==> src/rtl/prefix_pkg.sv <==
// Shared types and helpers for the Brent-Kung prefix adder/subtractor family.
// A group (g,p) describes carry generate/propagate over a contiguous bit span.
package prefix_pkg;

   typedef struct packed {
      logic g;
      logic p;
   } pg_t;

   // High-index group on the left, adjacent low-index group on the right.
   function automatic pg_t pg_combine(input pg_t hi, input pg_t lo);
      pg_t r;
      r.g = hi.g | (hi.p & lo.g);
      r.p = hi.p & lo.p;
      return r;
   endfunction

   function automatic bit width_is_legal(input int width);
      return (width >= 4) && ((width & (width - 1)) == 0);
   endfunction

endpackage

==> src/rtl/bk_pipe_stage_ctl.sv <==
// Valid/ready control for one elastic pipeline stage: the stage may load
// whenever it is empty or its successor is taking the item it holds.
module bk_pipe_stage_ctl (
   input  logic clk,
   input  logic rst_n,
   input  logic valid_up,
   input  logic ready_down,
   output logic valid,
   output logic ready,
   output logic load
);

   assign ready = ~valid | ready_down;
   assign load  = valid_up & ready;

   // NOTE: state updates use <= so every stage samples pre-edge values of its neighbours.
   always_ff @(posedge clk or negedge rst_n) begin
      if (!rst_n) begin
         valid <= 1'b0;
      end else if (ready) begin
         valid <= valid_up;
      end
   end

endmodule

==> src/rtl/subtractor_brentkung_pipe.sv <==
// Three-stage pipelined Brent-Kung subtractor computing a + ~b + 1 with
// elastic valid/ready handshakes; S1 = bit p/g, S2 = up-sweep, S3 = down-sweep + sum.
module subtractor_brentkung_pipe
   import prefix_pkg::*;
#(
   parameter int WIDTH = 8
) (
   input  logic             clk,
   input  logic             rst_n,
   input  logic             in_valid,
   output logic             in_ready,
   input  logic [WIDTH-1:0] a,
   input  logic [WIDTH-1:0] b,
   output logic             out_valid,
   input  logic             out_ready,
   output logic [WIDTH-1:0] diff,
   output logic             borrow,
   output logic             ovf,
   output logic             zero
);

   localparam int LG = $clog2(WIDTH);

   if (!width_is_legal(WIDTH)) begin : g_bad_width
      $fatal(1, "subtractor_brentkung_pipe: WIDTH must be a power of two and >= 4");
   end

   // ---------------------------------------------------------------- control
   logic v1, v2, v3;
   logic rdy1, rdy2, rdy3;
   logic ld1, ld2, ld3;

   bk_pipe_stage_ctl u_ctl_s1 (
      .clk        (clk),
      .rst_n      (rst_n),
      .valid_up   (in_valid),
      .ready_down (rdy2),
      .valid      (v1),
      .ready      (rdy1),
      .load       (ld1)
   );

   bk_pipe_stage_ctl u_ctl_s2 (
      .clk        (clk),
      .rst_n      (rst_n),
      .valid_up   (v1),
      .ready_down (rdy3),
      .valid      (v2),
      .ready      (rdy2),
      .load       (ld2)
   );

   bk_pipe_stage_ctl u_ctl_s3 (
      .clk        (clk),
      .rst_n      (rst_n),
      .valid_up   (v2),
      .ready_down (out_ready),
      .valid      (v3),
      .ready      (rdy3),
      .load       (ld3)
   );

   assign in_ready  = rdy1;
   assign out_valid = v3;

   // ---------------------------------------------------------------- S1: bit p/g
   pg_t [WIDTH-1:0] s1_nxt;
   pg_t [WIDTH-1:0] s1_pg;

   // NOTE: every variable written here gets a default first so no latch can be inferred.
   always_comb begin
      s1_nxt = '0;
      for (int i = 0; i < WIDTH; i++) begin
         s1_nxt[i].p = a[i] ^ ~b[i];
         s1_nxt[i].g = a[i] & ~b[i];
      end
      // Carry-in of 1 folds into the bit-0 generate.
      s1_nxt[0].g = s1_nxt[0].g | s1_nxt[0].p;
   end

   // NOTE: datapath registers carry no reset; their contents only matter while the stage valid bit is set.
   always_ff @(posedge clk) begin
      if (ld1) begin
         s1_pg <= s1_nxt;
      end
   end

   // ---------------------------------------------------------------- S2: up-sweep
   for (genvar k = 0; k <= LG; k++) begin : g_up
      pg_t [WIDTH-1:0] node;
      if (k == 0) begin : g_leaf
         assign node = s1_pg;
      end else begin : g_lvl
         localparam int SPAN = 1 << k;
         localparam int HALF = 1 << (k - 1);
         for (genvar i = 0; i < WIDTH; i++) begin : g_bit
            if ((i % SPAN) == SPAN - 1) begin : g_op
               assign node[i] = pg_combine(g_up[k-1].node[i], g_up[k-1].node[i-HALF]);
            end else begin : g_pass
               assign node[i] = g_up[k-1].node[i];
            end
         end
      end
   end

   pg_t  [WIDTH-1:0] s2_tree;
   logic [WIDTH-1:0] s2_p;

   always_ff @(posedge clk) begin
      if (ld2) begin
         s2_tree <= g_up[LG].node;
         for (int i = 0; i < WIDTH; i++) begin
            s2_p[i] <= s1_pg[i].p;
         end
      end
   end

   // ---------------------------------------------------------------- S3: down-sweep
   // Level j fills the indices sitting halfway between already-complete prefixes.
   for (genvar j = 0; j < LG; j++) begin : g_dn
      pg_t [WIDTH-1:0] node;
      if (j == 0) begin : g_root
         assign node = s2_tree;
      end else begin : g_lvl
         localparam int D    = LG - 1 - j;
         localparam int STEP = 1 << (D + 1);
         localparam int HALF = 1 << D;
         for (genvar i = 0; i < WIDTH; i++) begin : g_bit
            if ((((i + 1) % STEP) == HALF) && (i >= STEP)) begin : g_op
               assign node[i] = pg_combine(g_dn[j-1].node[i], g_dn[j-1].node[i-HALF]);
            end else begin : g_pass
               assign node[i] = g_dn[j-1].node[i];
            end
         end
      end
   end

   logic [WIDTH-1:0] pre_g;
   logic [WIDTH-1:0] pre_p;

   for (genvar i = 0; i < WIDTH; i++) begin : g_pre
      assign pre_g[i] = g_dn[LG-1].node[i].g;
      assign pre_p[i] = g_dn[LG-1].node[i].p;
   end

   // Only the full-span propagate is consumed; partial-span propagates end here.
   logic unused_pre_p;
   assign unused_pre_p = ^pre_p[WIDTH-2:0];

   logic [WIDTH-1:0] carry;
   logic [WIDTH-1:0] diff_nxt;
   logic             carry_out;
   logic             ovf_nxt;
   logic             zero_nxt;

   always_comb begin
      carry    = '0;
      carry[0] = 1'b1;
      for (int i = 1; i < WIDTH; i++) begin
         carry[i] = pre_g[i-1];
      end
      diff_nxt  = s2_p ^ carry;
      carry_out = pre_g[WIDTH-1];
      // Signed overflow: carry into the sign bit differs from carry out of it.
      ovf_nxt   = carry[WIDTH-1] ^ carry_out;
      // All bits propagating means a == b, i.e. the difference is zero.
      zero_nxt  = pre_p[WIDTH-1];
   end

   always_ff @(posedge clk or negedge rst_n) begin
      if (!rst_n) begin
         diff   <= '0;
         borrow <= 1'b0;
         ovf    <= 1'b0;
         zero   <= 1'b0;
      end else if (ld3) begin
         diff   <= diff_nxt;
         borrow <= ~carry_out;
         ovf    <= ovf_nxt;
         zero   <= zero_nxt;
      end
   end

endmodule
==> config.mk <==
export PLATFORM = sky130hd
export DESIGN_NAME = subtractor_brentkung_pipe
export DESIGN_NICKNAME = d
export VERILOG_FILES = /design/src/rtl/prefix_pkg.sv /design/src/rtl/bk_pipe_stage_ctl.sv /design/src/rtl/subtractor_brentkung_pipe.sv
export SDC_FILE = /design/constraint.sdc
export NUM_CORES = 1
export LEC_CHECK = 0
export ABC_CLOCK_PERIOD_IN_PS = 1900
export CORE_ASPECT_RATIO = 1.5
export CORE_MARGIN = 5
export CORE_UTILIZATION = 51
export DETAILED_ROUTE_END_ITERATION = 10
export GPL_ROUTABILITY_DRIVEN = 1
export GPL_TIMING_DRIVEN = 0
export PLACE_DENSITY = 0.77
export SETUP_SLACK_MARGIN = 0.02
export SLEW_MARGIN = 0
export SYNTH_ARGS = -nofsm -noshare
export SYNTH_HDL_FRONTEND = slang
export SYNTH_SLANG_ARGS = --single-unit
==> constraint.sdc <==
create_clock -name clk -period 1.9 [get_ports clk]
set_clock_uncertainty 0.2 [all_clocks]
set_input_delay 0.285 -clock clk [delete_from_list [all_inputs] [get_ports clk]]
set_output_delay 0.285 -clock clk [all_outputs]
set_load 0.1 [all_outputs]
==> flow_summary.json <==
{
  "path_class": "input port to output port",
  "num_io_pins": 33,
  "area_growth_pct": 26.70,
  "ys_seq_area_share_pct": 71.73,
  "drtIter0Drc": 16,
  "dieHeight_um": 84.99,
  "grt_max_degree": 19,
  "cts.path.max_buffers": 2,
  "status": "finished, final reports clean",
  "dp_hpwl_mm": 2.303,
  "port_buffers": 32,
  "vias": 975,
  "cts_tree": "built",
  "post_drt_wl_per_cell_um": 14.62,
  "peakVddDrop_uv": 810.2,
  "grt_usage_pct": 12.94,
  "cts-root-buf": "clkbuf_8",
  "fin_tns_setup_ps": 0,
  "antenna_found_initial": 0,
  "cts_hold_buf": 0,
  "cts_sinks": 48,
  "fmax_ghz": 0.5524,
  "netlist_area_um2": 1912,
  "final_cell_mix": "34 x edfxtp_1, 19 x clkdlybuf4s50_1, 13 x dfrtp_1",
  "end_kind": "output port",
  "start_kind": "input port",
  "setup_viol": 0,
  "ant_nets": 0,
  "crit_arrival_ps": 1330,
  "clk_pin_slew_ps": 80,
  "syn_nets": 144,
  "required_ps": 1410,
  "powerDensity_nw_per_um2": 1268,
  "drc_errors": 0,
  "final_common_cell": "edfxtp_1",
  "layout-drive-gt1-share_pct": 22.22,
  "r2r_setup_slack_ps": 240,
  "final_nets": 183,
  "first_pass_iters": 4,
  "ys.warnings.count": 0,
  "rows": 27,
  "grt_pass1_vias": 1112,
  "hold_viol_final": 0,
  "antenna_cells": 0,
  "grt_pass1_wl_mm": 4.864,
  "numCtsBuffers": 5,
  "max-cap-violations": 0,
  "avgViaCountPerCell": 4.974,
  "initial_core_util_pct": 52.40,
  "syn_area_per_cell_um2": 16.92,
  "cp_max_fo": 3,
  "htree_levels": 2,
  "clk_latency_ps": 290,
  "die-area_um2": 5098,
  "post-route-min-period_ps": 1810,
  "slew_viol_final": 0,
  "wl_mm": 2.865,
  "finalCritPeriodShare_pct": 95.28,
  "die_w_um": 59.99,
  "yosysUniqueCellTypes": 22,
  "place.gp.congestion": 0.6544,
  "hp-class": "input port to asynchronous set/reset pin",
  "synthCells": 113,
  "power_leakage_nw": 1.000,
  "rsz0062_at_grt": "false",
  "ys_ff_latch": 48,
  "worst-slew-pin-transition_ps": 596.9,
  "grt-ovfl-total": 0,
  "slew_headroom_pct": 60.08,
  "core_um2": 3649,
  "hold_slack_ps": 165.0
}
metal layers:
metal | wire, um | part of all wire, % | up-vias | track usage [%]
li1 | - | - | 477 | -
met1 | 982 | 34 | 465 | 12.47
met2 | 1672 | 58 | 28 | 23.92
met3 | 158 | 5.5 | 5 | 4.110
met4 | 51 | 1.8 | 0 | 5.444
met5 | 0 | 0 | - | 0
sequential cells by signal, indices dropped and copies added (netlist names):
register and flops:
borrow 1, carry 3, carry_out 1, diff 8, g_dn.node 5, g_up.node 16
ovf 1, s2_p 8, u_ctl_s1.valid 1, u_ctl_s2.valid 1, u_ctl_s3.valid 1, zero 1
zero_nxt 1
kinds of logic (layout without fill, tap and decap cells):
family / after synthesis / in the layout / synth area share (%)
adders and majority gates: 11 / 11 / 7.199
DFF: 48 / 48 / 71.73
AOI/OAI and AO/OA: 7 / 7 / 2.487
and+or+nand+nor: 18 / 18 / 5.432
buffers and inverters: 13 / 53 / 2.945
muxes: 11 / 11 / 7.919
xor gates and xnor gates: 5 / 5 / 2.290
layout make-up:
cell class / count / area, um2
clock inverter: 2 / 33.78
multi-input combinational: 52 / 488.0
sequential: 48 / 1375
fill: 276 / 1226
buffer: 1 / 11.26
tap: 43 / 53.80
inverter: 12 / 45.04
timing repair buffer: 32 / 332.8
clock buffer: 6 / 82.58
metrics by stage:
stage	instance area [um2]	total power, W	instances	setup slack [ps]	util, %
2_1_floorplan	1918	0.002127	113	-771.9	-
6_report	2422	0.003073	196	89.74	66.39
3_3_place_gp	2292	0.002358	188	-664.0	62.83
4_1_cts	2421	0.003109	196	73.50	66.36
3_5_place_dp	2292	0.002395	188	-741.4	62.83
5_1_grt	2422	0.003198	196	42.55	66.39
repair_timing:
item                                    4_1_cts  5_1_grt
cloned                                        0        0
setup buffers                                 0        0
endpoints found under the setup margin       13       18
resized for setup                            42        1
pin swaps                                     0        0
cell usage after synthesis:
master | n | area (um2)
a21boi_0 | 1 | 7.510
a21o_1 | 3 | 22.52
a21oi_1 | 2 | 10.01
and2_1 | 4 | 25.02
buf_6 | 1 | 11.26
dfrtp_1 | 14 | 350.3
edfxtp_1 | 34 | 1021
ha_1 | 11 | 137.6
inv_1 | 12 | 45.04
mux2_2 | 1 | 11.26
mux2_4 | 8 | 120.1
mux2i_1 | 2 | 20.02
nand2_2 | 1 | 6.260
nand2b_1 | 3 | 18.77
nand3_1 | 3 | 15.01
nand3b_1 | 1 | 7.510
nand4b_1 | 1 | 8.760
nor2_1 | 4 | 15.01
o211ai_1 | 1 | 7.510
or2b_1 | 1 | 7.510
xnor2_1 | 4 | 35.03
xor2_1 | 1 | 8.760
final timing paths:
path                       depth (start not counted)      start              to
max                                                3  out_ready        in_ready
min                                                1      rst_n         diff[4]
max reg2reg                                        5   carry[4]             ovf
min reg2reg                                        1    s2_p[0]         diff[0]
max in group asynchronous                          1      rst_n  u_ctl_s3.valid
min in group clk                                   1    s2_p[0]         diff[0]
worst max-delay path: stages:
cell,delay (ps)
clkdlybuf4s50_1,500
nand4b_1,200
buf_4,330
power breakdown:
part / total [W] / leakage, nW / switching, W / internal, W
Sequential: 0.00136 / 0.491 / 0.0000728 / 0.00129
Combinational: 0.000975 / 0.451 / 0.000701 / 0.000273
Clock: 0.000738 / 0.0588 / 0.000314 / 0.000424
Total: 0.00307 / 1.00 / 0.00109 / 0.00198
Power figures use the tool's default switching activity.
